===== src/rtl/ext_sram_ctrl.sv =====
// SRAM-bus slave driving an external asynchronous 16-bit SRAM.
// Each 32-bit access becomes a low and a high halfword pin phase with programmable length.
module ext_sram_ctrl #(
  parameter int unsigned AW        = 32,
  parameter int unsigned SRAM_AW   = 18,
  parameter int unsigned RD_CYCLES = 2,
  parameter int unsigned WR_CYCLES = 3
) (
  input  logic               clk,
  input  logic               rst_b,
  input  logic               sram_req,
  input  logic               sram_write,
  input  logic [3:0]         sram_wstrb,
  input  logic [AW-1:0]      sram_addr,
  input  logic [31:0]        sram_wdata,
  output logic               sram_ready,
  output logic               sram_rvalid,
  output logic [31:0]        sram_rdata,
  output logic [SRAM_AW-1:0] ext_addr,
  output logic [15:0]        ext_dq_out,
  output logic               ext_dq_oe,
  input  logic [15:0]        ext_dq_in,
  output logic               ext_ce_n,
  output logic               ext_oe_n,
  output logic               ext_we_n,
  output logic               ext_ub_n,
  output logic               ext_lb_n
);

  localparam logic [2:0] IDLE = 3'd0;
  localparam logic [2:0] LO   = 3'd1;
  localparam logic [2:0] HI   = 3'd2;
  localparam logic [2:0] RESP = 3'd3;
  localparam logic [2:0] BUSY = 3'd4;

  localparam int unsigned CW = 8;
  localparam logic [CW-1:0] RD_LAST = CW'(RD_CYCLES - 1);
  localparam logic [CW-1:0] WR_LAST = CW'(WR_CYCLES - 1);

  logic [2:0]         state_q, state_d;
  logic [CW-1:0]      cnt_q, cnt_d;
  logic               write_q, write_d;
  logic [3:0]         wstrb_q, wstrb_d;
  logic [31:0]        wdata_q, wdata_d;
  logic [SRAM_AW-2:0] idx_q, idx_d;
  logic [15:0]        lo_buf_q;
  logic               phase_end;

  logic [SRAM_AW-1:0] addr_d;
  logic [15:0]        dq_out_d;
  logic               dq_oe_d, ce_n_d, oe_n_d, we_n_d, ub_n_d, lb_n_d, hi_sel;

  logic unused_addr_bits;
  assign unused_addr_bits = ^{sram_addr[AW-1:SRAM_AW+1], sram_addr[1:0]};

  assign sram_ready = (state_q == IDLE);
  assign phase_end  = (cnt_q == (write_q ? WR_LAST : RD_LAST));

  always_comb begin
    state_d = state_q;
    cnt_d   = '0;
    write_d = write_q;
    wstrb_d = wstrb_q;
    wdata_d = wdata_q;
    idx_d   = idx_q;
    unique case (state_q)
      IDLE: begin
        if (sram_req) begin
          write_d = sram_write;
          wstrb_d = sram_wstrb;
          wdata_d = sram_wdata;
          idx_d   = sram_addr[SRAM_AW:2];
          // Writes skip any halfword whose two strobes are clear.
          if (!sram_write || (|sram_wstrb[1:0])) state_d = LO;
          else if (|sram_wstrb[3:2])             state_d = HI;
          else                                   state_d = BUSY;
        end
      end
      LO: begin
        if (phase_end) state_d = (write_q && (wstrb_q[3:2] == 2'b00)) ? IDLE : HI;
        else           cnt_d   = cnt_q + CW'(1);
      end
      HI: begin
        if (phase_end) state_d = write_q ? IDLE : RESP;
        else           cnt_d   = cnt_q + CW'(1);
      end
      RESP:    state_d = IDLE;
      BUSY:    state_d = IDLE;
      default: state_d = IDLE;
    endcase
  end

  // Pin values are derived from the next state so that every ext_* output is a flop.
  always_comb begin
    addr_d   = ext_addr;
    dq_out_d = ext_dq_out;
    dq_oe_d  = 1'b0;
    ce_n_d   = 1'b1;
    oe_n_d   = 1'b1;
    we_n_d   = 1'b1;
    ub_n_d   = 1'b1;
    lb_n_d   = 1'b1;
    hi_sel   = (state_d == HI);
    if ((state_d == LO) || (state_d == HI)) begin
      addr_d = {idx_d, hi_sel};
      ce_n_d = 1'b0;
      if (write_d) begin
        dq_oe_d          = 1'b1;
        dq_out_d         = hi_sel ? wdata_d[31:16] : wdata_d[15:0];
        {ub_n_d, lb_n_d} = ~(hi_sel ? wstrb_d[3:2] : wstrb_d[1:0]);
        we_n_d           = (cnt_d == WR_LAST);
      end else begin
        oe_n_d = 1'b0;
        ub_n_d = 1'b0;
        lb_n_d = 1'b0;
      end
    end
  end

  always_ff @(posedge clk or negedge rst_b) begin
    if (!rst_b) begin
      state_q     <= IDLE;
      cnt_q       <= '0;
      write_q     <= 1'b0;
      wstrb_q     <= '0;
      wdata_q     <= '0;
      idx_q       <= '0;
      lo_buf_q    <= '0;
      sram_rvalid <= 1'b0;
      sram_rdata  <= '0;
      ext_addr    <= '0;
      ext_dq_out  <= '0;
      ext_dq_oe   <= 1'b0;
      ext_ce_n    <= 1'b1;
      ext_oe_n    <= 1'b1;
      ext_we_n    <= 1'b1;
      ext_ub_n    <= 1'b1;
      ext_lb_n    <= 1'b1;
    end else begin
      state_q     <= state_d;
      cnt_q       <= cnt_d;
      write_q     <= write_d;
      wstrb_q     <= wstrb_d;
      wdata_q     <= wdata_d;
      idx_q       <= idx_d;
      sram_rvalid <= (state_d == RESP);
      ext_addr    <= addr_d;
      ext_dq_out  <= dq_out_d;
      ext_dq_oe   <= dq_oe_d;
      ext_ce_n    <= ce_n_d;
      ext_oe_n    <= oe_n_d;
      ext_we_n    <= we_n_d;
      ext_ub_n    <= ub_n_d;
      ext_lb_n    <= lb_n_d;
      // Low half is buffered so sram_rdata only changes when a whole word is ready.
      if ((state_q == LO) && !write_q && phase_end) lo_buf_q <= ext_dq_in;
      if ((state_q == HI) && !write_q && phase_end) sram_rdata <= {ext_dq_in, lo_buf_q};
    end
  end

endmodule


===== config.mk =====
export PLATFORM = sky130hd
export DESIGN_NAME = ext_sram_ctrl
export DESIGN_NICKNAME = d
export VERILOG_FILES = /design/src/rtl/ext_sram_ctrl.sv
export SDC_FILE = /design/constraint.sdc
export NUM_CORES = 1
export LEC_CHECK = 0
export ABC_AREA = 1
export CAP_MARGIN = 20
export CORE_MARGIN = 1.5
export CORE_UTILIZATION = 53
export CTS_BUF_LIST = sky130_fd_sc_hd__clkbuf_4 sky130_fd_sc_hd__clkbuf_8 sky130_fd_sc_hd__clkbuf_16
export DETAILED_ROUTE_END_ITERATION = 7
export PLACE_DENSITY = 0.95
export SLEW_MARGIN = 20
export SYNTH_ARGS = -nofsm -noshare
export SYNTH_HDL_FRONTEND = slang
export SYNTH_SLANG_ARGS = --single-unit

===== constraint.sdc =====
create_clock -name clk -period 3 [get_ports clk]
set_input_delay 0.3 -clock clk [delete_from_list [all_inputs] [get_ports clk]]
set_output_delay 0.3 -clock clk [all_outputs]
set_load 0.1 [all_outputs]

==> results of run 1 <==
layer usage:
metal / up-vias / routed length (µm) / part of all wire / GRT usage
met3: 33 / 833 / 0.055 / 0.0648
met4: 0 / 406 / 0.027 / 0.118
met5: - / 0 / 0 / 0
li1: 2499 / - / - / -
met2: 192 / 7740 / 0.52 / 0.433
met1: 2506 / 6050 / 0.40 / 0.300
critical path, cell delays in order, from the launching register on:
cell     delay (ns)
dfrtp_1        0.42
or2_1          0.26
nor2_4         0.16
nand2_2        0.10
nor2_8         0.27
nor2_4         0.09
nand2_4        0.26
nand2_4        0.24
nand2_2        0.38
nand2_1        0.11
nand2_1        0.09
kinds of logic after synthesis:
kind of cell	after synthesis	share of synthesized area
and+or+nand+nor	452	0.291
AOI/OAI and AO/OA	39	0.0329
adders and majority gates	1	0.00200
buffers and inverters	76	0.0543
DFF	154	0.616
xor gates and xnor gates	3	0.00419
synth_stat cells, types with 4 or more instances:
cell type / number / share of area
buf_1: 4 / 0.0024
buf_6: 4 / 0.0072
nand2_1: 389 / 0.23
buf_4: 5 / 0.0060
buf_2: 5 / 0.0040
o21ai_0: 37 / 0.030
nand2_2: 5 / 0.0050
dfrtp_1: 149 / 0.59
clkbuf_1: 13 / 0.0078
inv_1: 41 / 0.025
nor3_1: 4 / 0.0032
nor2_1: 9 / 0.0054
inv_2: 4 / 0.0024
nand3_1: 34 / 0.027
dfstp_2: 5 / 0.021
how the worst max path moves through the flow:
| stage | startpoint | end | slack (ns) | depth (start not counted) |
|---|---|---|---|---|
| 5_1_grt | cnt_q[4]$_DFF_PN0_ | ext_dq_out[5]$_DFFE_PN0P_ | 0.42 | 11 |
| 3_5_place_dp | cnt_q[3]$_DFF_PN0_ | ext_dq_out[2]$_DFFE_PN0P_ | 0.55 | 10 |
| 6_report | cnt_q[2]$_DFF_PN0_ | ext_dq_out[2]$_DFFE_PN0P_ | 0.56 | 10 |
| 4_1_cts | cnt_q[2]$_DFF_PN0_ | ext_dq_out[2]$_DFFE_PN0P_ | 0.55 | 10 |
| 3_3_place_gp | cnt_q[3]$_DFF_PN0_ | ext_dq_out[15]$_DFFE_PN0P_ | 0.62 | 10 |
| 2_1_floorplan | state_q[1]$_DFF_PN0_ | ext_dq_out[10]$_DFFE_PN0P_ | 1.02 | 12 |
registers in the layout, summed over array words and instances (netlist names), 3 cells and up:
name        flops
ext_dq_out     16
cnt_q           8
lo_buf_q       16
sram_rdata     32
wstrb_q         4
state_q         3
idx_q          17
wdata_q        32
ext_addr       18
metrics by stage:
step	hold WS (ns)	area [µm²]	std cells	utilization	setup WS [ns]
after floorplan	0.00441	6270	725	-	1.02
after detailed placement	0.309	7690	992	0.671	0.551
after global placement	0.305	7690	992	0.671	0.622
after global routing	0.455	8290	1023	0.723	0.417
after CTS	0.423	8290	1023	0.723	0.546
final	0.426	8290	1023	0.723	0.564
repair_timing:
action                                 4_1_cts  5_1_grt
hold buffers                                 1        0
setup buffers                                0        0
endpoints found under the hold margin       61        0
resized for setup                            0        0
layout make-up:
cell class,instances,area (µm²),area share
flip-flops and latches,154,3860,0.466
clock buffers,25,523,0.0631
well taps,143,179,0.0216
clock inverters,5,58.8,0.00710
multi-input cells,495,2070,0.249
inverters,45,169,0.0204
repair buffers,156,1430,0.173
==> impl_metrics.tcl, run 1 <==
set metrics [dict create \
    row_count 39 \
    antenna_cells 0 \
    io_buffers 146 \
    r2r-end "ext_dq_out[2]$_DFFE_PN0P_" \
    grt-ovfl-total 0 \
    avgRoutedWirePerCell_um 14.7 \
    cts_tree "done" \
    skew_ns 0.00777 \
    grtUsageTotal 0.253 \
    crit_type "register to register" \
    critPathRequiredTime_ns 3.35 \
    grt_max_degree 68 \
    drtIter0Drc 386 \
    grt_pass1_vias 5272 \
    cts_buffer_depth 2 \
    slew_headroom 0.351 \
    hold_violations 0 \
    dieWidth_um 112 \
    dp_hpwl_um 9660 \
    synth_warnings 0 \
    place_congestion 0.813 \
    ys.flop_type "dfrtp_1" \
    final_common_cell "nand2_1" \
    tns_ns 0 \
    floorplan.initialDensity 0.547 \
    async_flop_share 1.00 \
    area_growth_pct 32.2 \
    drc 0 \
    period_share 0.812 \
    cap_viol_max_count 0 \
    r2r-start "cnt_q[2]$_DFF_PN0_" \
    cp.arrival_ns 2.78 \
    drt-total-wl_um 15000 \
    hold_class "input pin to asynchronous set/reset pin" \
    syn-cell-area_mm2 0.00627 \
    io_pins 162 \
    dr.pass1.iters 5 \
    setup_viol 0 \
    critPathLaunchType "register" \
    synth.distinct_cells 27 \
    crit_fanout 22 \
    clkTransAtPathRegs_ns 0.06 \
    grt_pass1_wl_um 24800 \
    reg2reg_depth 10 \
    cts_htree_levels 4 \
    via_per_inst 5.11 \
    syn_nets 814 \
    slew_violations 0 \
    cts-buffers-inserted 17 \
    fmax_mhz 410 \
    drtAntennaViolNets 0 \
    status "finished clean" \
    period_minus_slack_ns 2.44 \
    ys_seq_elements 154 \
    fillers 787 \
    die_h_um 112 \
    antenna_found_initial 0 \
    postSynthCellCount 725 \
    num_vias 5230 \
    drive_gt1_frac 0.126 \
    worst_slew_pin_slew_ns 0.971 \
    rsz0062_at_grt "false" \
    cts_root_buf "clkbuf_16" \
    ys_seq_area_frac 0.616 \
    final_nets 958 \
    core_mm2 0.0115 \
    endpoint_kind "register" \
    worstSkewPairLatency_ns 0.41 \
    cts.sinks 154 \
    fp.dieArea_mm2 0.0125 \
    synth_edf_count 0 \
    ff2ff_setup_slack_ns 0.56 \
    final_cell_mix "nand2_1 (389), dfrtp_1 (149), clkdlybuf4s50_1 (96)" \
    syn_avg_cell_area_um2 8.64 \
]
Power of run 1 is left out: the tool's default activity adds up to more than one toggle a clock period on the data nets, which glitch-free logic cannot reach.
==> run 2: changes to the inputs <==
CORE_UTILIZATION = 49   (was 53)
PLACE_DENSITY = 0.91   (was 0.95)
clock period = 2.6 ns   (was 3 ns; I/O delays follow)
==> impl_metrics.tcl, run 2 (synthesis gave the netlist of run 1 again) <==
set metrics [dict create \
    r2r-end "ext_dq_out[11]$_DFFE_PN0P_" \
    endpoint_kind "register" \
    cts_htree_levels 4 \
    drt-total-wl_um 15100 \
    io_pins 162 \
    dr.pass1.iters 5 \
    period_share 0.905 \
    dieWidth_um 116 \
    crit_type "register to register" \
    worst_slew_pin_slew_ns 0.561 \
    antenna_found_initial 0 \
    worstSkewPairLatency_ns 0.42 \
    fmax_mhz 425 \
    drtIter0Drc 319 \
    critPathRequiredTime_ns 2.90 \
    cts_buffer_depth 2 \
    drive_gt1_frac 0.156 \
    cap_viol_max_count 0 \
    status "finished clean" \
    grt_pass1_vias 5136 \
    rsz0062_at_grt "false" \
    num_vias 5192 \
    cts-buffers-inserted 17 \
    hold_class "input pin to asynchronous set/reset pin" \
    setup_viol 0 \
    cts_resized 0 \
    critPathLaunchType "register" \
    cts_tree "done" \
    via_per_inst 4.93 \
    reg2reg_depth 11 \
    final_cell_mix "nand2_1 (389), dfrtp_1 (149), buf_4 (84)" \
    grt_pass1_wl_um 24200 \
    row_count 41 \
    avgRoutedWirePerCell_um 14.3 \
    ff2ff_setup_slack_ns 0.25 \
    clkTransAtPathRegs_ns 0.06 \
    core_mm2 0.0126 \
    final_common_cell "nand2_1" \
    r2r-start "cnt_q[3]$_DFF_PN0_" \
    top_regs "sram_rdata (32), wdata_q (32), ext_addr (18)" \
    final_nets 960 \
    skew_ns 0.00944 \
    slew_headroom 0.625 \
    drc 0 \
    cts_root_buf "clkbuf_16" \
    io_buffers 146 \
    grtUsageTotal 0.234 \
    antenna_cells 0 \
    cp.arrival_ns 2.66 \
    dp_hpwl_um 9820 \
    grt-ovfl-total 0 \
    fp.dieArea_mm2 0.0135 \
    hold_violations 0 \
    place_congestion 0.774 \
    slew_violations 0 \
    area_growth_pct 32.2 \
    crit_fanout 22 \
    grt_max_degree 61 \
    tns_ns 0 \
    cts.sinks 154 \
    floorplan.initialDensity 0.499 \
    die_h_um 116 \
    period_minus_slack_ns 2.35 \
    drtAntennaViolNets 0 \
]
## run 2: cell count changes in the layout (fill, tap and decap cells not counted)
| cell | previous run | this run |
|---|---|---|
| clkinv_4 | 0 | 1 |
| clkbuf_8 | 6 | 2 |
| clkdlybuf4s50_1 | 96 | 71 |
| inv_6 | 1 | 0 |
| clkinv_2 | 1 | 3 |
| bufinv_16 | 1 | 3 |
| buf_4 | 57 | 84 |
| clkinvlp_4 | 2 | 1 |
## run 2: how the worst max path moves through the flow
stage / cells past startpoint / slack [ns] / endpoint / startpoint
4_1_cts: 11 / 0.24 / ext_dq_out[11]$_DFFE_PN0P_ / cnt_q[3]$_DFF_PN0_
5_1_grt: 12 / 0.03 / ext_dq_out[12]$_DFFE_PN0P_ / state_q[1]$_DFF_PN0_
6_report: 11 / 0.25 / ext_dq_out[11]$_DFFE_PN0P_ / cnt_q[3]$_DFF_PN0_
3_3_place_gp: 10 / 0.23 / ext_dq_out[14]$_DFFE_PN0P_ / sram_req
3_5_place_dp: 11 / 0.17 / ext_dq_out[12]$_DFFE_PN0P_ / sram_req
2_1_floorplan: 12 / 0.62 / ext_dq_out[10]$_DFFE_PN0P_ / state_q[1]$_DFF_PN0_
## run 2: routing by layer
| layer | wire (µm) | GRT usage |
|---|---|---|
| met1 | 6210 | 0.290 |
| met5 | 0 | 0 |
| met3 | 742 | 0.0628 |
| met2 | 7730 | 0.389 |
| met4 | 380 | 0.102 |
## run 2: area by class of cell
type / count / area, µm²
clock buffer: 21 / 468
clock inverter: 8 / 121
fill: 945 / 4290
inverter: 45 / 169
multi-input combinational: 495 / 2070
sequential: 154 / 3860
tap: 172 / 215
timing repair buffer: 158 / 1380
## run 2: critical path, stage by stage (launching register included)
cell,delay [ns]
dfrtp_1,0.41
or2_1,0.28
nor2_4,0.16
nand2_2,0.08
nand2_1,0.08
nand2_2,0.07
nor2_4,0.12
nand2_4,0.20
nand2_4,0.30
nand2_2,0.30
nand2_1,0.16
nand2_1,0.07
## run 2: metrics by stage
stage | cell area, µm² | hold slack (ns) | instances | utilization | setup WS (ns)
after floorplan | 6270 | -0.0356 | 725 | - | 0.616
after global placement | 7680 | 0.226 | 1023 | 0.611 | 0.231
after detailed placement | 7680 | 0.230 | 1023 | 0.611 | 0.173
after CTS | 8280 | 0.351 | 1053 | 0.659 | 0.238
after global routing | 8280 | 0.393 | 1053 | 0.659 | 0.0344
final | 8280 | 0.336 | 1053 | 0.659 | 0.247
## run 2: what timing repair did
action,in CTS,in global routing
setup endpoints to repair,0,0
hold buffers,1,0
endpoints found under the hold margin,47,0
buffers inserted,0,0
Power of run 2 is left out for the same reason.
